===== config.mk =====
export PLATFORM = sky130hd
export DESIGN_NAME = reflet_int_ctrl
export DESIGN_NICKNAME = d
export VERILOG_FILES = /design/src/rtl/reflet_int_ctrl_pkg.sv /design/src/rtl/reflet_int_stack.sv /design/src/rtl/reflet_int_ctrl.sv
export SDC_FILE = /design/constraint.sdc
export NUM_CORES = 1
export LEC_CHECK = 0
export BUFFER_PORTS_ARGS = -buffer_cell sky130_fd_sc_hd__buf_2
export CELL_PAD_IN_SITES_DETAIL_PLACEMENT = 1
export CELL_PAD_IN_SITES_GLOBAL_PLACEMENT = 2
export CORE_MARGIN = 3
export CORE_UTILIZATION = 31
export DETAILED_ROUTE_END_ITERATION = 12
export GPL_TIMING_DRIVEN = 0
export PLACE_DENSITY_LB_ADDON = 0.15
export SLEW_MARGIN = 25
export SYNTH_ARGS = -nofsm -noshare
export SYNTH_HDL_FRONTEND = slang
export SYNTH_SLANG_ARGS = --single-unit

===== constraint.sdc =====
create_clock -name clk -period 3.6 [get_ports clk]
set_clock_uncertainty 0.2 [all_clocks]
set_input_delay 0.36 -clock clk [delete_from_list [all_inputs] [get_ports clk]]
set_output_delay 0.36 -clock clk [all_outputs]
set_load 0.005 [all_outputs]

===== src/rtl/reflet_int_ctrl_pkg.sv =====
// Shared definitions for the reflet interrupt controller: parameter defaults,
// trigger-mode encoding and the fixed-priority helper.
package reflet_int_ctrl_pkg;

    localparam int unsigned DEF_WORDSIZE      = 16;
    localparam int unsigned DEF_INT_COUNT     = 8;
    localparam int unsigned DEF_NEST_DEPTH    = 4;
    localparam int unsigned DEF_VECTOR_BASE   = 16;
    localparam int unsigned DEF_VECTOR_STRIDE = 4;

    typedef enum logic {
        TRIG_EDGE  = 1'b0,
        TRIG_LEVEL = 1'b1
    } trig_mode_e;

    // Index of the lowest set bit (line 0 is highest priority); 0 when none set.
    function automatic logic [3:0] first_set(input logic [15:0] v);
        logic found;
        first_set = '0;
        found     = 1'b0;
        for (int unsigned i = 0; i < 16; i++) begin
            if (v[i] && !found) begin
                first_set = 4'(i);
                found     = 1'b1;
            end
        end
    endfunction

endpackage


===== src/rtl/reflet_int_stack.sv =====
// Return-PC LIFO for nested interrupts; entry 0 is always the top of stack,
// so push/pop shift the whole array and no pointer indexing is needed.
module reflet_int_stack
    import reflet_int_ctrl_pkg::*;
#(
    parameter int unsigned width    = DEF_WORDSIZE,
    parameter int unsigned id_width = 3,
    parameter int unsigned depth    = DEF_NEST_DEPTH
) (
    input  logic                           clk,
    input  logic                           reset,
    input  logic                           push,
    input  logic                           pop,
    input  logic [width-1:0]               push_pc,
    input  logic [id_width-1:0]            push_id,
    output logic [width-1:0]               top_pc,
    output logic [id_width-1:0]            top_id,
    output logic [$clog2(depth+1)-1:0]     count,
    output logic                           full,
    output logic                           empty
);

    localparam int unsigned CW = $clog2(depth + 1);

    typedef struct packed {
        logic [width-1:0]    pc;
        logic [id_width-1:0] id;
    } frame_t;

    frame_t st [depth];

    always_ff @(posedge clk or negedge reset) begin
        if (!reset) begin
            for (int unsigned i = 0; i < depth; i++) st[i] <= '0;
            count <= '0;
        end else if (push) begin
            st[0] <= '{pc: push_pc, id: push_id};
            for (int unsigned i = 1; i < depth; i++) st[i] <= st[i-1];
            count <= count + 1'b1;
        end else if (pop) begin
            for (int unsigned i = 0; i + 1 < depth; i++) st[i] <= st[i+1];
            st[depth-1] <= '0;
            count <= count - 1'b1;
        end
    end

    assign top_pc = st[0].pc;
    assign top_id = st[0].id;
    assign full   = (count == CW'(depth));
    assign empty  = (count == '0);

endmodule


===== src/rtl/reflet_int_ctrl.sv =====
// Interrupt controller for the reflet CPU: synchronised edge/level request lines,
// fixed priority, nested preemption with a return-PC stack.
module reflet_int_ctrl
    import reflet_int_ctrl_pkg::*;
#(
    parameter int unsigned wordsize      = DEF_WORDSIZE,
    parameter int unsigned int_count     = DEF_INT_COUNT,
    parameter int unsigned nest_depth    = DEF_NEST_DEPTH,
    parameter int unsigned vector_base   = DEF_VECTOR_BASE,
    parameter int unsigned vector_stride = DEF_VECTOR_STRIDE
) (
    input  logic                              clk,
    input  logic                              reset,
    input  logic                              enable,
    input  logic [int_count-1:0]              ext_int,
    input  logic [int_count-1:0]              int_mask,
    input  logic [int_count-1:0]              level_mode,
    input  logic                              cpu_update,
    input  logic [wordsize-1:0]               program_counter,
    input  logic                              retint,
    input  logic                              setint,
    input  logic [$clog2(int_count)-1:0]      setint_id,
    // 'int' is a reserved word in SystemVerilog, so the take-interrupt strobe is intr
    output logic                              intr,
    output logic [wordsize-1:0]               out_routine,
    output logic [wordsize-1:0]               return_pc,
    output logic [$clog2(nest_depth+1)-1:0]   depth,
    output logic                              err_underflow
);

    localparam int unsigned IDW = $clog2(int_count);

    logic [int_count-1:0] sync1, sync2, prev;
    logic [int_count-1:0] pending, pending_nx;
    logic [int_count-1:0] req, rise;
    logic [IDW-1:0]       cand, cur;
    logic [wordsize-1:0]  top_pc;
    logic                 full, empty, eligible, strobe, ret_ok, pop;

    // Synchroniser keeps running while disabled so re-enable sees no stale edges.
    always_ff @(posedge clk or negedge reset) begin
        if (!reset) begin
            sync1 <= '0;
            sync2 <= '0;
            prev  <= '0;
        end else begin
            sync1 <= ext_int;
            sync2 <= sync1;
            prev  <= sync2;
        end
    end

    assign rise     = sync2 & ~prev;
    assign req      = pending & int_mask;
    assign cand     = IDW'(first_set(16'(req)));
    assign strobe   = enable & cpu_update;
    assign ret_ok   = strobe & retint;
    assign eligible = (req != '0) && !full && (empty || (cand < cur));
    assign intr     = strobe & eligible & ~retint;
    assign pop      = ret_ok & ~empty;

    // A new edge or setint landing on the line being granted survives the clear.
    always_comb begin
        pending_nx = pending;
        for (int unsigned i = 0; i < int_count; i++) begin
            logic sw;
            sw = strobe && setint && (setint_id == IDW'(i));
            if (level_mode[i] == TRIG_LEVEL)
                pending_nx[i] = sync2[i] | sw;
            else
                pending_nx[i] = (pending[i] & ~(intr && (cand == IDW'(i)))) | rise[i] | sw;
        end
    end

    always_ff @(posedge clk or negedge reset) begin
        if (!reset) begin
            pending       <= '0;
            err_underflow <= 1'b0;
        end else if (enable) begin
            pending <= pending_nx;
            if (ret_ok && empty) err_underflow <= 1'b1;
        end
    end

    reflet_int_stack #(
        .width    (wordsize),
        .id_width (IDW),
        .depth    (nest_depth)
    ) u_stack (
        .clk     (clk),
        .reset   (reset),
        .push    (intr),
        .pop     (pop),
        .push_pc (program_counter),
        .push_id (cand),
        .top_pc  (top_pc),
        .top_id  (cur),
        .count   (depth),
        .full    (full),
        .empty   (empty)
    );

    assign out_routine = wordsize'(vector_base) + wordsize'(cand) * wordsize'(vector_stride);
    assign return_pc   = empty ? '0 : top_pc;

endmodule


Word level (Yosys, flattened, before mapping):

Cells that the tools add are included.

* flip-flop bits (word level): 112
* logic and storage cells: 152
* output and inout bits: 37
* input port bits: 49

* add/subtract/negate cells: 3
* multiplexer cells: 27
* bitwise gates (word level): 50
* reductions and logical operators: 42
* $lt $le $gt $ge: 1
* equal/unequal tests: 15

Operator list (count)
* $mux 76: 2
* $eq 3x3->1 const B: 9
* $logic_and 1x1->1: 27
* $or 1x1->1: 24
* $mux 3: 6
* $and 8x8->8: 2
* $mux 1: 16
* $mux 16: 1
* $and 1x1->1: 13
* $eq 3x2->1 const B: 4
* $not 1->1: 10
* $logic_not 3->1: 3
* $logic_not 1->1: 8
* $not 8->8: 1
* $reduce_bool 8->1: 1
* $add 5x5->6 const A: 1
* $eq 3x1->1 const B: 2
* $mux 2: 2
* $add 3x1->3 const B: 1
* $lt 3x3->1: 1
* $sub 3x1->3 const B: 1
* $reduce_and 2->1: 1
* $reduce_bool 2->1: 1
* $logic_or 1x1->1: 1

Logic depth before layout (Yosys ltp):

* word-level depth: 34
* gate-level depth with buffers: 16
* mapped depth without buffers: 14

Modules after synthesis:

A second synthesis with hierarchy kept.

* cell total of the unflattened synthesis: 526
* area, all modules: 5342.6 um2

Modules (own cells, without submodules)
* reflet_int_stack: cells each 362, times used 1, area each 3698.5 um2, seq. area each 1976.9 um2
* reflet_int_ctrl: cells each 164, times used 1, area each 1644.1 um2, seq. area each 825.8 um2

Least setup slack after synthesis:

Ideal clock, no wire load.

* path type: register to register
* start point: register pending[2]
* end point: register u_stack.count[2]
* arrival: 3.310 ns
* path buffers: 2
* period minus slack after synthesis: 3.589 ns
* stages on the path, launching flop included: 17
* slack: 0.011 ns
* setup time: 0.079 ns
* required time: 3.321 ns
* path through: dfrtp_1 -> a22oi_1 -> a21boi_0 -> nand2b_1 -> inv_1 -> ha_1 -> o21a_1 -> o21bai_1 -> nand3_4 -> nand2_4 -> buf_6 -> buf_2 -> fa_1 -> a2111oi_0 -> o2111ai_1 -> nand3_1 -> xor2_1

* longest elaborated chain between the ends: 24
* elaborated cells between the ends (all ways): 32
* classes of those cells: order compare (1); mux (12); bitwise (3); reduce/logical (16)

Ends and longest elaborated chain
* start, declared: line reflet_int_ctrl.sv:34 `logic [int_count-1:0] pending, pending_nx;`
* start signal, assigned: line reflet_int_ctrl.sv:80 `pending <= pending_nx;`
* $and 8x8->8 *: line reflet_int_ctrl.sv:54 `assign req = pending & int_mask;`
* $logic_and 1x1->1: line reflet_int_ctrl_pkg.sv:22 `if (v[i] && !found) begin`
* $mux 1: line reflet_int_ctrl_pkg.sv:22
* $logic_not 1->1: line reflet_int_ctrl_pkg.sv:22
* $logic_and 1x1->1: line reflet_int_ctrl_pkg.sv:22
* $mux 1: line reflet_int_ctrl_pkg.sv:22
* $logic_not 1->1: line reflet_int_ctrl_pkg.sv:22
* $logic_and 1x1->1: line reflet_int_ctrl_pkg.sv:22
* [... 8 more ...]
* $logic_and 1x1->1: line reflet_int_ctrl_pkg.sv:22
* $mux 3: line reflet_int_ctrl_pkg.sv:22
* $lt 3x3->1: line reflet_int_ctrl.sv:58 `assign eligible = (req != '0) && !full && (empty || (cand < cur));`
* $logic_or 1x1->1: line reflet_int_ctrl.sv:58
* $logic_and 1x1->1 *: line reflet_int_ctrl.sv:58
* $and 1x1->1 * (2 in series): line reflet_int_ctrl.sv:59 `assign intr = strobe & eligible & ~retint;`
* via intr: line reflet_int_ctrl.sv:24 `output logic intr,`
* $mux 3 or $reduce_bool 2->1 (tied branches)
* end signal, assigned: line reflet_int_stack.sv:39 `count <= count + 1'b1;`
* end signal, assigned: line reflet_int_stack.sv:43 `count <= count - 1'b1;`
* end, declared: line reflet_int_stack.sv:18 `output logic [$clog2(depth+1)-1:0] count,`

Mark *: on every way through the listed nets, which the timed path passes. The rest lies on a longest branch.
A chain may end at the register's enable or synchronous reset.

Worst setup path after layout:

* start point: register pending[2]
* end point: register u_stack.count[2]

* longest elaborated chain between the ends: 24
* elaborated cells between the ends (all ways): 32
* classes of those cells: order compare (1); mux (12); bitwise (3); reduce/logical (16)

Ends and longest elaborated chain (line)
* $and 8x8->8 *: reflet_int_ctrl.sv:54
* $logic_and 1x1->1: reflet_int_ctrl_pkg.sv:22
* $mux 1: reflet_int_ctrl_pkg.sv:22
* $logic_not 1->1: reflet_int_ctrl_pkg.sv:22
* $logic_and 1x1->1: reflet_int_ctrl_pkg.sv:22
* $mux 1: reflet_int_ctrl_pkg.sv:22
* $logic_not 1->1: reflet_int_ctrl_pkg.sv:22
* $logic_and 1x1->1: reflet_int_ctrl_pkg.sv:22
* [... 7 more ...]
* $logic_not 1->1: reflet_int_ctrl_pkg.sv:22
* $logic_and 1x1->1: reflet_int_ctrl_pkg.sv:22
* $mux 3: reflet_int_ctrl_pkg.sv:22
* $lt 3x3->1: reflet_int_ctrl.sv:58
* $logic_or 1x1->1: reflet_int_ctrl.sv:58
* $logic_and 1x1->1 *: reflet_int_ctrl.sv:58
* $and 1x1->1 * (2 in series): reflet_int_ctrl.sv:59
* $mux 3 or $reduce_bool 2->1 (tied branches)

Mark *: on every way between the ends. The rest lies on a longest branch, timed or not.

==> metrics.log <==
[metrics] Synth Area per Inst: around 11 um2
[metrics] largest family of logic cells by synthesized area: compound AO/OA/AOI/OAI gates
[metrics] number of CTS-inserted buffers: 9
[metrics] commonest cells in the synthesized netlist: 112 x dfrtp_1, 88 x o21ai_0, 33 x a221o_1
[metrics] count leader, synth: dfrtp_1
[metrics] Routability Congestion: ~0.77
[metrics] Worst slew margin: between 50% and 60%
[metrics] smallest setup slack after layout: approximately 0.17 ns
[metrics] number of optimization iterations in the first detailed-route pass: 6
[metrics] leak pwr: slightly above 0.003 uW
[metrics] VDD IR-drop max: around 0.25 mV
[metrics] cell types occupying the most area after synthesis: dfrtp_1 53%, o21ai_0 8.3%, a221o_1 6.2%, mux2i_1 4.5%, and2_1 3.4%
[metrics] clock transition at the registers of the reported paths: around 0.08 ns
[metrics] clock buffer depth: 2
[metrics] async set or reset register ratio after synthesis: 100%
[metrics] max-slew violations: 0
[metrics] Initial Utilization: around a third
[metrics] tightest hold margin: 0.0221 ns
[metrics] horizontal die dimension: 137 um
[metrics] most area-hungry cell type in the Yosys netlist: dfrtp_1
[metrics] data required time of the critical path: between 3 and 4 ns
[metrics] post-synthesis compound-gate area fraction: approximately 23%
[metrics] Inserted Diodes: 0
[metrics] CTS root buf: clkbuf_16
[metrics] Post-synth EDFFs: 0
[metrics] YS warnings: 0
[metrics] post-synthesis to final-layout area growth: 24.5%
[metrics] achievable clock frequency: slightly below 300 MHz
[metrics] number of top-level pins: 86
[metrics] level count of the clock H-tree: 3
[metrics] Crit Path Category: register to register
[metrics] #FFs+latches synth: approximately 110
[metrics] fraction of layout cells with a size suffix above 1: roughly a quarter
[metrics] share of the synthesized area in the top cell type: a little over half
[metrics] Die Ht: about 140 um
[metrics] net switching component of the power: between 1000 and 1500 uW
[metrics] minimum period implied by the final worst setup slack: approximately 3.4 ns
[metrics] CTS tree: built
[metrics] Vias/cell: about 5.2
[metrics] status: finished, final reports clean
[metrics] clock tree sinks: 112
[metrics] Total Routed Length: about 17000 um
[metrics] post-detailed-route DRC marker count: 0
[metrics] register area share after synthesis: around 53%
[metrics] count of port buffers added during placement: 73
[metrics] critical path startpoint category: register
[metrics] average wire length per cell after detail routing: roughly 20 um
[metrics] nature of the critical path endpoint: register
[metrics] share of power burned in registers: 46.0%
[metrics] Remaining Overflow, GRT: 0
[metrics] Crit Path Max Fanout: 5
[metrics] core footprint: around 17000 um2
[metrics] multiplexer fraction of the synthesized cell area: around 4.5%
[metrics] pre-CTS WS: -0.797 ns
[metrics] Post-Synth Adder-Cell Area: 0.852%
[metrics] number of global-route vias before repair: ~4600
[metrics] max-cap violation count: 0
[metrics] cell count after synthesis: around 500
[metrics] number of nets in the layout: approximately 670
[metrics] Setup Viol. Count Final: 0
[metrics] number of distinct library cells after synthesis: 54
[metrics] power share of the clock group: between 20% and 30%
[metrics] overall global routing resource usage: a little under a fifth
[metrics] xor/xnor cell area share of the yosys netlist: less than 1%
[metrics] synthesized area: 5290 um2
[metrics] final number of hold-violating endpoints: 0
[metrics] remaining antenna violation count after routing: 0
[metrics] class of the tightest hold or removal check: primary input to register
[metrics] crit share post-route: 95.2%
[metrics] Synth Area in Simple Gates: between 10% and 20%
[metrics] antenna violations before repair: 0
[metrics] FP Rows: 47
[metrics] Slew @ Worst Pin: roughly 0.67 ns
[metrics] HPWL after detailed placement: approximately 11000 um
[metrics] proportion of total power due to net switching: approximately a third
[metrics] arrival time reported for the critical path endpoint: 3.51 ns
[metrics] DIE AREA: about 19000 um2
[metrics] total number of vias: 4342
[metrics] clock latency at the later pin of the worst-skew pair: 0.36 ns
[metrics] power density over cell area: between 600 and 700 nW/um2
[metrics] leading register cell type out of synthesis: dfrtp_1
[metrics] number of design-rule violations left by the first detailed-router iteration: approximately 220
[metrics] design internal power: between 2000 and 3000 uW
[metrics] pin count of the biggest net entering global routing: 73
[metrics] share of total power in combinational logic: a little under 30%
[metrics] first-pass GRT wire length: approximately 26000 um
## worst paths after layout
| kind | startpoint | endpoint | slack (ns) | depth (start not counted) |
|---|---|---|---|---|
| max in group asynchronous | reset | sync1[1] | 2.25 | 3 |
| hold / removal | program_counter[6] | u_stack.top_pc[6] | 0.02 | 2 |
| setup reg to reg | pending[2] | u_stack.count[2] | 0.17 | 15 |
| setup / recovery | pending[2] | u_stack.count[2] | 0.17 | 15 |
| hold reg to reg | sync1[1] | sync2[1] | 0.15 | 0 |
| min in group asynchronous | reset | u_stack.count[2] | 0.28 | 2 |
## flip-flops by register name, summed over array words and instances (netlist names)
register,flops
pending,8
u_stack.top_id,3
u_stack.count,3
prev,8
u_stack.top_pc,16
u_stack.st,57
sync2,8
sync1,8
err_underflow,1
## power groups by stage
stage	Sequential [uW]	Combinational, uW	Clock [uW]
after floorplan	1800	727	0
after global placement	1880	1090	0
after detailed placement	1900	1130	0
after CTS	1880	1180	1050
after global routing	1930	1340	1100
final	1880	1200	1010
## through the flow
stage | utilization [%] | cells | cell area (um2) | total power, uW | setup TNS (ns)
floorplan | - | 507 | 5330 | 2530 | 0
global placement | 35.9 | 800 | 5970 | 2970 | -1.78
detailed placement | 36.1 | 801 | 6010 | 3030 | -6.49
CTS | 38.8 | 828 | 6460 | 4110 | 0
global route | 39.5 | 841 | 6580 | 4380 | -0.0127
finish | 39.5 | 841 | 6580 | 4090 | 0
## cell usage in the layout, fill, tap and decap left out, types with 2 or more instances in the layout
cell             n
a22oi_1          2
nand4_1          2
nor2_1           4
nor4_1           4
ha_1             2
o21ai_0         88
dfrtp_1        111
clkbuf_16        9
and2_1          29
nor2b_1         16
inv_6            2
o211ai_1         4
mux2i_1         24
a211oi_2         2
a211oi_1         2
buf_2           77
dlygate4sd3_1    9
nand2b_1         4
a221o_1         33
o2111ai_1        3
nand3_1          3
a22o_1           4
o21ai_1         17
buf_4           30
clkbuf_1        19
inv_1           20
conb_1          12
nand2_1         31
buf_6            6
a21oi_1         10
a22oi_2          3
o311ai_0         3
## critical path: stages, from the launching register on
cell and delay (ns):
dfrtp_1 0.41, a22oi_2 0.23, a21boi_2 0.22, nand2b_4 0.16
inv_1 0.07, ha_1 0.28, o21a_1 0.17, o21bai_4 0.08
nand3_4 0.12, nand2_4 0.08, buf_12 0.15, fa_2 0.41
a2111oi_4 0.32, o2111ai_1 0.17, nand3_1 0.11, xor2_1 0.15
## logic make-up (layout without fill, tap and decap cells)
kind of cell | after synthesis | after routing
muxes | 24 | 24
buffers and inverters | 66 | 180
DFF | 112 | 112
adders and majority gates | 3 | 3
AOI/OAI and AO/OA | 184 | 184
other | 1 | 12
and+or+nand+nor | 104 | 104
xor gates and xnor gates | 2 | 2
## area by class of cell
cell class	instances	area, um2
fillers	1891	10100
well taps	220	275
flip-flops and latches	112	2800
multi-input cells	329	2240
repair buffers	99	613
inverters	20	75.1
clock buffers	10	239
clock inverters	6	50.0
plain buffers	45	289
## metal layers
| layer | vias to the layer above | global-route usage, % | routed length (um) |
|---|---|---|---|
| met4 | 0 | 5.21 | 218 |
| met1 | 2246 | 26.7 | 8100 |
| li1 | 2017 | - | - |
| met3 | 11 | 2.79 | 465 |
| met2 | 68 | 28.3 | 7760 |
| met5 | - | 0 | 0 |
## timing repair
action / 4_1_cts / 5_1_grt
setup endpoints to repair: 45 / 3
hold buffers: 9 / 0
buffers inserted: 2 / 14
resized for setup: 16 / 5
hold endpoints to repair: 48 / 0
pin swaps: 3 / 10
(Power assumes the default switching activity.)
